===== src/rtl/mem_init_pkg.sv =====
// Shared types and helpers for the DDR bring-up sequencer.
package mem_init_pkg;

  localparam int unsigned STATE_W = 3;

  // Debug encoding of the sequencer state; IDLE is never entered in normal operation.
  typedef enum logic [STATE_W-1:0] {
    ST_IDLE       = 3'd0,
    ST_ASSERT_RST = 3'd1,
    ST_WAIT_OK    = 3'd2,
    ST_STABLE     = 3'd3,
    ST_READY      = 3'd4,
    ST_FAIL       = 3'd5
  } state_e;

  // Bit width needed to hold values 0..n-1, never less than one bit.
  function automatic int unsigned clog2_min1(input int unsigned n);
    return (n <= 32'd1) ? 32'd1 : 32'($clog2(n));
  endfunction

endpackage


===== src/rtl/sync_2ff.sv =====
// Generic two-flop synchronizer with asynchronous active-low reset.
module sync_2ff #(
  parameter int unsigned WIDTH = 1
) (
  input  logic             clk,
  input  logic             rst_n,
  input  logic [WIDTH-1:0] i_d,
  output logic [WIDTH-1:0] o_q
);

  (* ASYNC_REG = "TRUE" *) logic [WIDTH-1:0] r_meta;
  (* ASYNC_REG = "TRUE" *) logic [WIDTH-1:0] r_sync;

  always_ff @(posedge clk or negedge rst_n) begin
    if (!rst_n) begin
      r_meta <= '0;
      r_sync <= '0;
    end else begin
      r_meta <= i_d;
      r_sync <= r_meta;
    end
  end

  assign o_q = r_sync;

endmodule


===== src/rtl/mem_init_sequencer.sv =====
// DDR bring-up sequencer: reset pulse, timed wait for mem_ok, stability window, bounded retries.
// Optional MEM_INIT_REARM_EN: automatic re-arm from READY when mem_ok drops for two cycles.
module mem_init_sequencer
  import mem_init_pkg::*;
#(
  parameter int unsigned RST_CYCLES     = 64,
  parameter int unsigned TIMEOUT_CYCLES = 2000000,
  parameter int unsigned STABLE_CYCLES  = 256,
  parameter int unsigned MAX_RETRIES    = 3,
  parameter int unsigned CNT_W          = 24
) (
  input  logic                                        clock,
  input  logic                                        aresetn,
  input  logic                                        start,
  input  logic                                        mem_ok,
  output logic                                        mem_sys_reset,
  output logic                                        busy,
  output logic                                        ready,
  output logic                                        fail,
  output logic [clog2_min1(MAX_RETRIES + 1)-1:0]      retry_count,
  output logic [STATE_W-1:0]                          state
`ifdef MEM_INIT_REARM_EN
  ,
  output logic                                        rearmed
`endif
);

  localparam int unsigned RC_W = clog2_min1(MAX_RETRIES + 1);

  localparam logic [CNT_W-1:0] RST_LAST     = CNT_W'(RST_CYCLES - 1);
  localparam logic [CNT_W-1:0] TIMEOUT_LAST = CNT_W'(TIMEOUT_CYCLES - 1);
  localparam logic [CNT_W-1:0] STABLE_LAST  = CNT_W'(STABLE_CYCLES - 1);
  localparam logic [RC_W-1:0]  RETRY_MAX    = RC_W'(MAX_RETRIES);

  logic             w_ok_s;
  state_e           r_state;
  state_e           w_next_state;
  logic [CNT_W-1:0] r_cnt;
  logic [CNT_W-1:0] w_cnt_next;
  logic [RC_W-1:0]  r_retry;
  logic [RC_W-1:0]  w_retry_next;
  logic             r_mem_sys_reset;
  logic             r_busy;
  logic             r_ready;
  logic             r_fail;
  logic             w_msr_next;
  logic             w_busy_next;
  logic             w_ready_next;
  logic             w_fail_next;
`ifdef MEM_INIT_REARM_EN
  logic             r_ok_low;
  logic             w_ok_low_next;
  logic             r_rearmed;
  logic             w_rearm;
`endif

  sync_2ff #(.WIDTH(1)) u_sync_mem_ok (
    .clk   (clock),
    .rst_n (aresetn),
    .i_d   (mem_ok),
    .o_q   (w_ok_s)
  );

  // Next-state, counter and registered-output decode.
  always_comb begin
    w_next_state = r_state;
    w_cnt_next   = r_cnt;
    w_retry_next = r_retry;
`ifdef MEM_INIT_REARM_EN
    w_ok_low_next = 1'b0;
    w_rearm       = 1'b0;
`endif
    case (r_state)
      ST_ASSERT_RST: begin
        if (r_cnt == RST_LAST) begin
          w_cnt_next   = '0;
          w_next_state = ST_WAIT_OK;
        end else begin
          w_cnt_next = r_cnt + CNT_W'(1);
        end
      end
      ST_WAIT_OK: begin
        if (w_ok_s) begin
          w_cnt_next   = '0;
          w_next_state = ST_STABLE;
        end else if (r_cnt == TIMEOUT_LAST) begin
          if (r_retry < RETRY_MAX) begin
            w_retry_next = r_retry + RC_W'(1);
            w_cnt_next   = '0;
            w_next_state = ST_ASSERT_RST;
          end else begin
            w_next_state = ST_FAIL;
          end
        end else begin
          w_cnt_next = r_cnt + CNT_W'(1);
        end
      end
      ST_STABLE: begin
        if (!w_ok_s) begin
          w_cnt_next   = '0;
          w_next_state = ST_WAIT_OK;
        end else if (r_cnt == STABLE_LAST) begin
          w_cnt_next   = '0;
          w_next_state = ST_READY;
        end else begin
          w_cnt_next = r_cnt + CNT_W'(1);
        end
      end
      ST_READY: begin
        if (start) begin
          w_retry_next = '0;
          w_cnt_next   = '0;
          w_next_state = ST_ASSERT_RST;
        end
`ifdef MEM_INIT_REARM_EN
        // Two consecutive low samples of ok_s restart bring-up automatically.
        else if (!w_ok_s) begin
          if (r_ok_low) begin
            w_retry_next = '0;
            w_cnt_next   = '0;
            w_next_state = ST_ASSERT_RST;
            w_rearm      = 1'b1;
          end else begin
            w_ok_low_next = 1'b1;
          end
        end
`endif
      end
      ST_FAIL: begin
        if (start) begin
          w_retry_next = '0;
          w_cnt_next   = '0;
          w_next_state = ST_ASSERT_RST;
        end
      end
      default: begin
        w_cnt_next   = '0;
        w_next_state = ST_ASSERT_RST;
      end
    endcase

    w_msr_next   = (w_next_state == ST_ASSERT_RST) || (w_next_state == ST_FAIL);
    w_busy_next  = (w_next_state == ST_ASSERT_RST) || (w_next_state == ST_WAIT_OK) ||
                   (w_next_state == ST_STABLE);
    w_ready_next = (w_next_state == ST_READY);
    w_fail_next  = (w_next_state == ST_FAIL);
  end

  always_ff @(posedge clock or negedge aresetn) begin
    if (!aresetn) begin
      r_state         <= ST_ASSERT_RST;
      r_cnt           <= '0;
      r_retry         <= '0;
      r_mem_sys_reset <= 1'b1;
      r_busy          <= 1'b1;
      r_ready         <= 1'b0;
      r_fail          <= 1'b0;
`ifdef MEM_INIT_REARM_EN
      r_ok_low        <= 1'b0;
      r_rearmed       <= 1'b0;
`endif
    end else begin
      r_state         <= w_next_state;
      r_cnt           <= w_cnt_next;
      r_retry         <= w_retry_next;
      r_mem_sys_reset <= w_msr_next;
      r_busy          <= w_busy_next;
      r_ready         <= w_ready_next;
      r_fail          <= w_fail_next;
`ifdef MEM_INIT_REARM_EN
      r_ok_low        <= w_ok_low_next;
      r_rearmed       <= w_rearm;
`endif
    end
  end

  assign mem_sys_reset = r_mem_sys_reset;
  assign busy          = r_busy;
  assign ready         = r_ready;
  assign fail          = r_fail;
  assign retry_count   = r_retry;
  assign state         = r_state;
`ifdef MEM_INIT_REARM_EN
  assign rearmed       = r_rearmed;
`endif

endmodule


===== config.mk =====
export PLATFORM = sky130hd
export DESIGN_NAME = mem_init_sequencer
export DESIGN_NICKNAME = d
export VERILOG_FILES = /design/src/rtl/mem_init_pkg.sv /design/src/rtl/sync_2ff.sv /design/src/rtl/mem_init_sequencer.sv
export SDC_FILE = /design/constraint.sdc
export NUM_CORES = 1
export LEC_CHECK = 0
export CAP_MARGIN = 20
export CORE_ASPECT_RATIO = 1.25
export CORE_MARGIN = 2
export CORE_UTILIZATION = 63
export CTS_CLUSTER_DIAMETER = 100
export DETAILED_ROUTE_END_ITERATION = 6
export GPL_ROUTABILITY_DRIVEN = 0
export PLACE_DENSITY = 0.82
export SLEW_MARGIN = 0
export SYNTH_ARGS = -nofsm -noshare
export SYNTH_HDL_FRONTEND = slang
export SYNTH_SLANG_ARGS = --single-unit

===== constraint.sdc =====
create_clock -name clock -period 4.4 [get_ports clock]
set_input_delay 0.88 -clock clock [delete_from_list [all_inputs] [get_ports clock]]
set_output_delay 0.88 -clock clock [all_outputs]
set_load 0.02 [all_outputs]

==> results.cfg, run 1 <==
[detailed_routing]
dr_wl_met2_um = 1990
avgViaCountPerCell = 6.17
route.detailed.drc = 0
drtPass1Iterations = 5
wl_met3_um = 188
wire_per_inst_um = 15.0
wl_met1_um = 1500
vias = 1562
highest_layer = met4
wirelength_um = 3800
dr.first_iter.drc_count = 57
ant_nets = 0

[sta]
finalSetupViolations = 0
min_period_ps = 2750
hold_violations = 0
slew_headroom_pct = 53.9
period_share_pct = 62.5
timing.fmax_ghz = 0.364
rsz0062_at_grt = no
slew_violations = 0
fin_worst_skew_ps = 6.24
tightest_slew_ps = 692
setup-tns-final_ps = 0

[pwr]
leakage_nw = 0.897
p_per_area_nw_per_um2 = 395
power.total_uw = 842
ir_drop_v = 0.000296

[layout]
multi_input_comb_area_um2 = 976
fin_util_pct = 72.3
fin_area_um2 = 2130
fin_nets = 222
regArea_um2 = 880
nFillCells = 224
drive_gt1_share_pct = 13.8
syn2layout_area_growth_pct = 9.38
antenna_cells = 0

[worst_setup_path]
arrival_ps = 2980
cp-start-kind = flop
cp.required_ps = 4630
worstSetupPathType = reg2reg
setup.worst_path.end_class = flop
crit_fanout = 21

[grt]
grt_pass1_vias = 1567
grt_overflow = 0
grt_antenna_before_repair = 0
grt_first_pass_wirelength_um = 6560
grt_max_degree = 36
gr-usage-all-layers_pct = 25.4

[clock_network]
post_cts_resized = 0
clk_pin_slew_ps = 100
cts_max_level = 2
cts-root-buf = clkbuf_4
clk_path_buf_depth = 2
cts_tree = built
hold_buffers = 0
post-cts-setup-buffers = 0
tritoncts.num_buffers = 5
insertion_delay_ps = 340
cts_sinks = 35

[placed_design]
port_buffers = 12
placed_area_um2 = 2060
dpl.hpwl_um = 2780

[floorplan]
die_area_um2 = 3560
rows = 22
start_util_pct = 66.1
core_um2 = 2950
io-pin-count = 13
dieWidth_um = 53.7
dieHeight_um = 66.2

[logic_synthesis]
avgSynthCellArea_um2 = 9.64
yosysUniqueCellTypes = 49
yosysSeqAreaShare_pct = 45.2
async_flop_share_pct = 100
syn-num-nets = 208
synth-edff-count = 0
synth_flop_cell = dfrtp_1
syn_inst = 202
ys_seq_elements = 35
ys_warn_count = 0
synth_area_um2 = 1950

[run_status]
outcome = finished clean

[hold_path]
hp-class = reg2reg

[run]
max_cap_violations = 0
[layout make-up]
type / instances / share of cell area [%]
Multi-Input combinational cell: 154 / 45.8
Sequential cell: 35 / 41.3
Timing Repair Buffer: 15 / 6.69
Clock buffer: 8 / 3.23
Tap cell: 36 / 2.11
Inverter: 5 / 0.881
[worst paths after layout]
kind | from | cells after the start | end | slack [ps]
setup / recovery | r_cnt[9] | 6 | r_cnt[9] | 1650
hold / removal | u_sync_mem_ok.r_meta | 0 | u_sync_mem_ok.o_q | 360
setup reg to reg | r_cnt[9] | 6 | r_cnt[9] | 1650
hold reg to reg | u_sync_mem_ok.r_meta | 0 | u_sync_mem_ok.o_q | 360
max in group asynchronous | aresetn | 2 | busy | 3130
min in group asynchronous | aresetn | 2 | ready | 930
[Yosys cell counts, types with 2 or more instances]
cell	number	area (um2)
or4_4	2	22.5
a21oi_1	4	20.0
nand3_1	10	50.1
nor4_1	8	50.1
nand2_1	14	52.6
and3_1	3	18.8
buf_4	3	22.5
dfrtp_1	32	801
dfstp_2	3	78.8
or2_2	4	25.0
a22o_2	2	20.0
inv_1	5	18.8
xnor2_1	21	184
buf_2	3	15.0
nor3_1	15	75.1
nand4_1	5	31.3
ha_1	2	25.0
nor2_1	35	131
[critical path: stages (launching register included)]
cell and delay, ps:
dfrtp_1 460, or4_1 620, nor3_1 200, and4_1 670, or2_2 290, nor3_1 70
a221o_1 320
[report_power, final]
part           total, mW  leakage [nW]  internal (mW)  switching [mW]
registers          0.416         0.463          0.367          0.0485
clock network      0.196        0.0386         0.0939           0.102
logic              0.230         0.395          0.107           0.123
[per-layer routing]
metal	vias to the layer above	track usage (%)
met1	754	27.5
li1	743	-
met2	53	43.4
met5	-	0
met4	0	14.7
met3	12	6.11
[cells by family (layout without fill, tap and decap cells)]
| kind of cell | after synthesis | count (layout) | share of synthesized area [%] |
|---|---|---|---|
| adders and majority gates | 2 | 2 | 1.28 |
| xor gates and xnor gates | 21 | 21 | 9.44 |
| and+or+nand+nor | 113 | 113 | 31.9 |
| buffers and inverters | 13 | 28 | 4.75 |
| DFF | 35 | 35 | 45.2 |
| AOI/OAI and AO/OA | 16 | 16 | 6.42 |
| muxes | 2 | 2 | 1.09 |
[placed cells by master (no fill, tap or decap), types with 2 or more instances in the layout]
cell type	synthesis	final
a21oi_1	4	4
nor3_1	15	15
or2_2	4	4
buf_4	3	3
xnor2_1	21	21
a22o_2	2	2
clkdlybuf4s50_1	0	12
clkbuf_8	0	2
or4_4	2	2
clkbuf_4	0	5
nand3_1	10	10
dfstp_2	3	3
ha_1	2	2
nor2_1	35	35
nand4_1	5	5
dfrtp_1	32	32
inv_1	5	5
nand2_1	14	14
nor4_1	8	8
and3_1	3	3
[flip-flops by register name, indices dropped and copies added, names as in the netlist]
name	cells
r_cnt	24
state	3
retry_count	2
busy	1
fail	1
mem_sys_reset	1
ready	1
u_sync_mem_ok.o_q	1
u_sync_mem_ok.r_meta	1
[stage by stage]
stage | hold WS [ps] | instances | worst slack [ps]
final | 360 | 253 | 1650
after global routing | 368 | 253 | 1480
after CTS | 359 | 253 | 1660
after detailed placement | 337 | 245 | 1650
after global placement | 336 | 245 | 1710
after floorplan | 331 | 202 | 2210
Note: power is estimated with default switching activity, not from simulation.
==> inputs of run 2 (changes only) <==
--- a/config.mk
+++ b/config.mk
@@ -8,11 +8,11 @@
 export CAP_MARGIN = 20
 export CORE_ASPECT_RATIO = 1.25
 export CORE_MARGIN = 2
-export CORE_UTILIZATION = 63
+export CORE_UTILIZATION = 58
 export CTS_CLUSTER_DIAMETER = 100
 export DETAILED_ROUTE_END_ITERATION = 6
 export GPL_ROUTABILITY_DRIVEN = 0
-export PLACE_DENSITY = 0.82
+export PLACE_DENSITY = 0.77
 export SLEW_MARGIN = 0
 export SYNTH_ARGS = -nofsm -noshare
 export SYNTH_HDL_FRONTEND = slang
==> constraint.sdc (replaced) <==
create_clock -name clock -period 2.6 [get_ports clock]
set_input_delay 0.52 -clock clock [delete_from_list [all_inputs] [get_ports clock]]
set_output_delay 0.52 -clock clock [all_outputs]
set_load 0.02 [all_outputs]
==> run 2 against run 1 <==
Clock skew is 2.7 ps lower. Sequential share of layout area shrank 1.5 points. First-iteration DRC count is 46% higher. Sequential power grew 69%. Hold slack better by 7.4 ps. Routed wire length rose by 3.6%. Critical path depth stayed put. Total power is 93% higher. Critical endpoint unchanged. Largest cell class unchanged.
==> results.cfg, run 2 (same netlist as run 1, synthesis figures left out) <==
[clock_network]
cts_sinks = 35
cts_max_level = 2
clk_path_buf_depth = 2
post_cts_resized = 0
cts_tree = built
post-cts-setup-buffers = 0
hold_buffers = 0
cts-root-buf = clkbuf_8
insertion_delay_ps = 290
tritoncts.num_buffers = 5
clk_pin_slew_ps = 70

[detailed_routing]
drtPass1Iterations = 4
dr.first_iter.drc_count = 83
ant_nets = 0
vias = 1551
route.detailed.drc = 0
avgViaCountPerCell = 6.06
wirelength_um = 3940
wire_per_inst_um = 15.4

[sta]
setup-tns-final_ps = 0
whs_ps = 368
rsz0062_at_grt = no
hold_violations = 0
finalSetupViolations = 0
period_share_pct = 93.2
tightest_slew_ps = 455
slew_headroom_pct = 69.4
min_period_ps = 2420
timing.fmax_ghz = 0.413
slew_violations = 0
fin_worst_skew_ps = 3.53

[pwr]
p_per_area_nw_per_um2 = 737
ir_drop_v = 0.000626
power.total_mw = 1.63
leakage_nw = 0.933

[grt]
grt_pass1_vias = 1581
grt_overflow = 0
grt_max_degree = 36
gr-usage-all-layers_pct = 23.4
grt_antenna_before_repair = 0
grt_first_pass_wirelength_um = 6740

[floorplan]
rows = 23
die_area_um2 = 3840
start_util_pct = 60.4
io-pin-count = 13
dieHeight_um = 68.8
core_um2 = 3220
dieWidth_um = 55.8

[layout]
layout_commonest_cell = nor2_1
fin_area_um2 = 2210
fin_util_pct = 68.5
fin_nets = 224
regMostFlops = r_cnt
final_cell_mix = 35 x nor2_1, 32 x dfrtp_1, 21 x xnor2_1
drive_gt1_share_pct = 15.1
syn2layout_area_growth_pct = 13.4
largest_reg_flops = 24
antenna_cells = 0

[worst_setup_path]
worstSetupPathType = reg2reg
setup.worst_path.end_class = flop
arrival_ps = 2600
startpoint = r_cnt[9]
timing.rr.start = r_cnt[9]
cp.required_ps = 2780
cp-start-kind = flop
crit_fanout = 7

[placed_design]
port_buffers = 12
placed_area_um2 = 2090
dpl.hpwl_um = 2780

[run_status]
outcome = finished clean

[hold_path]
worstHoldStart = u_sync_mem_ok.r_meta
hp-class = reg2reg

[run]
max_cap_violations = 0
-- run 2: cell count changes in the layout (fill, tap and decap cells not counted) --
cell,change
clkbuf_8,+4
clkinv_2,+1
bufinv_16,+1
clkbuf_4,-5
buf_12,+1
buf_4,+1
clkbuf_1,-1
-- run 2: layout make-up --
type / count / area (um2)
clock buffers: 6 / 82.6
clock inverters: 2 / 35.0
fillers: 253 / 1010
inverters: 5 / 18.8
multi-input cells: 154 / 976
flip-flops and latches: 35 / 880
well taps: 37 / 46.3
repair buffers: 17 / 170
-- run 2: through the flow --
step | std cells | setup WS, ps
after global placement | 248 | 288
after global routing | 256 | 98.3
after CTS | 256 | 192
after detailed placement | 248 | 242
final | 256 | 177
after floorplan | 202 | 405
-- run 2: per-layer routing --
layer	vias to the layer above	track usage, %	share of wire, %
met1	735	24.3	40
met4	0	14.9	4.1
met2	55	41.4	50
li1	741	-	-
met5	-	0	0
met3	20	7.84	5.9
-- run 2: path summary, 6_finish.rpt --
check	end	slack, ps	cells past startpoint
max	r_cnt[9]	180	6
min	u_sync_mem_ok.o_q	370	0
max reg2reg	r_cnt[9]	180	6
min reg2reg	u_sync_mem_ok.o_q	370	0
max in group asynchronous	mem_sys_reset	1640	2
min in group asynchronous	u_sync_mem_ok.o_q	630	2
-- run 2: power breakdown --
group          internal (mW)  total (mW)  switching [mW]
clock                  0.310       0.503           0.193
sequential             0.622       0.701          0.0784
combinational          0.203       0.423           0.220
total                   1.14        1.63           0.492
-- run 2: worst max-delay path, stage by stage (launching register included) --
cell     delay, ps
dfrtp_1        440
or4_1          630
nor3_4         260
nand3_1        150
a211o_1        370
and3_1         200
a221o_1        260
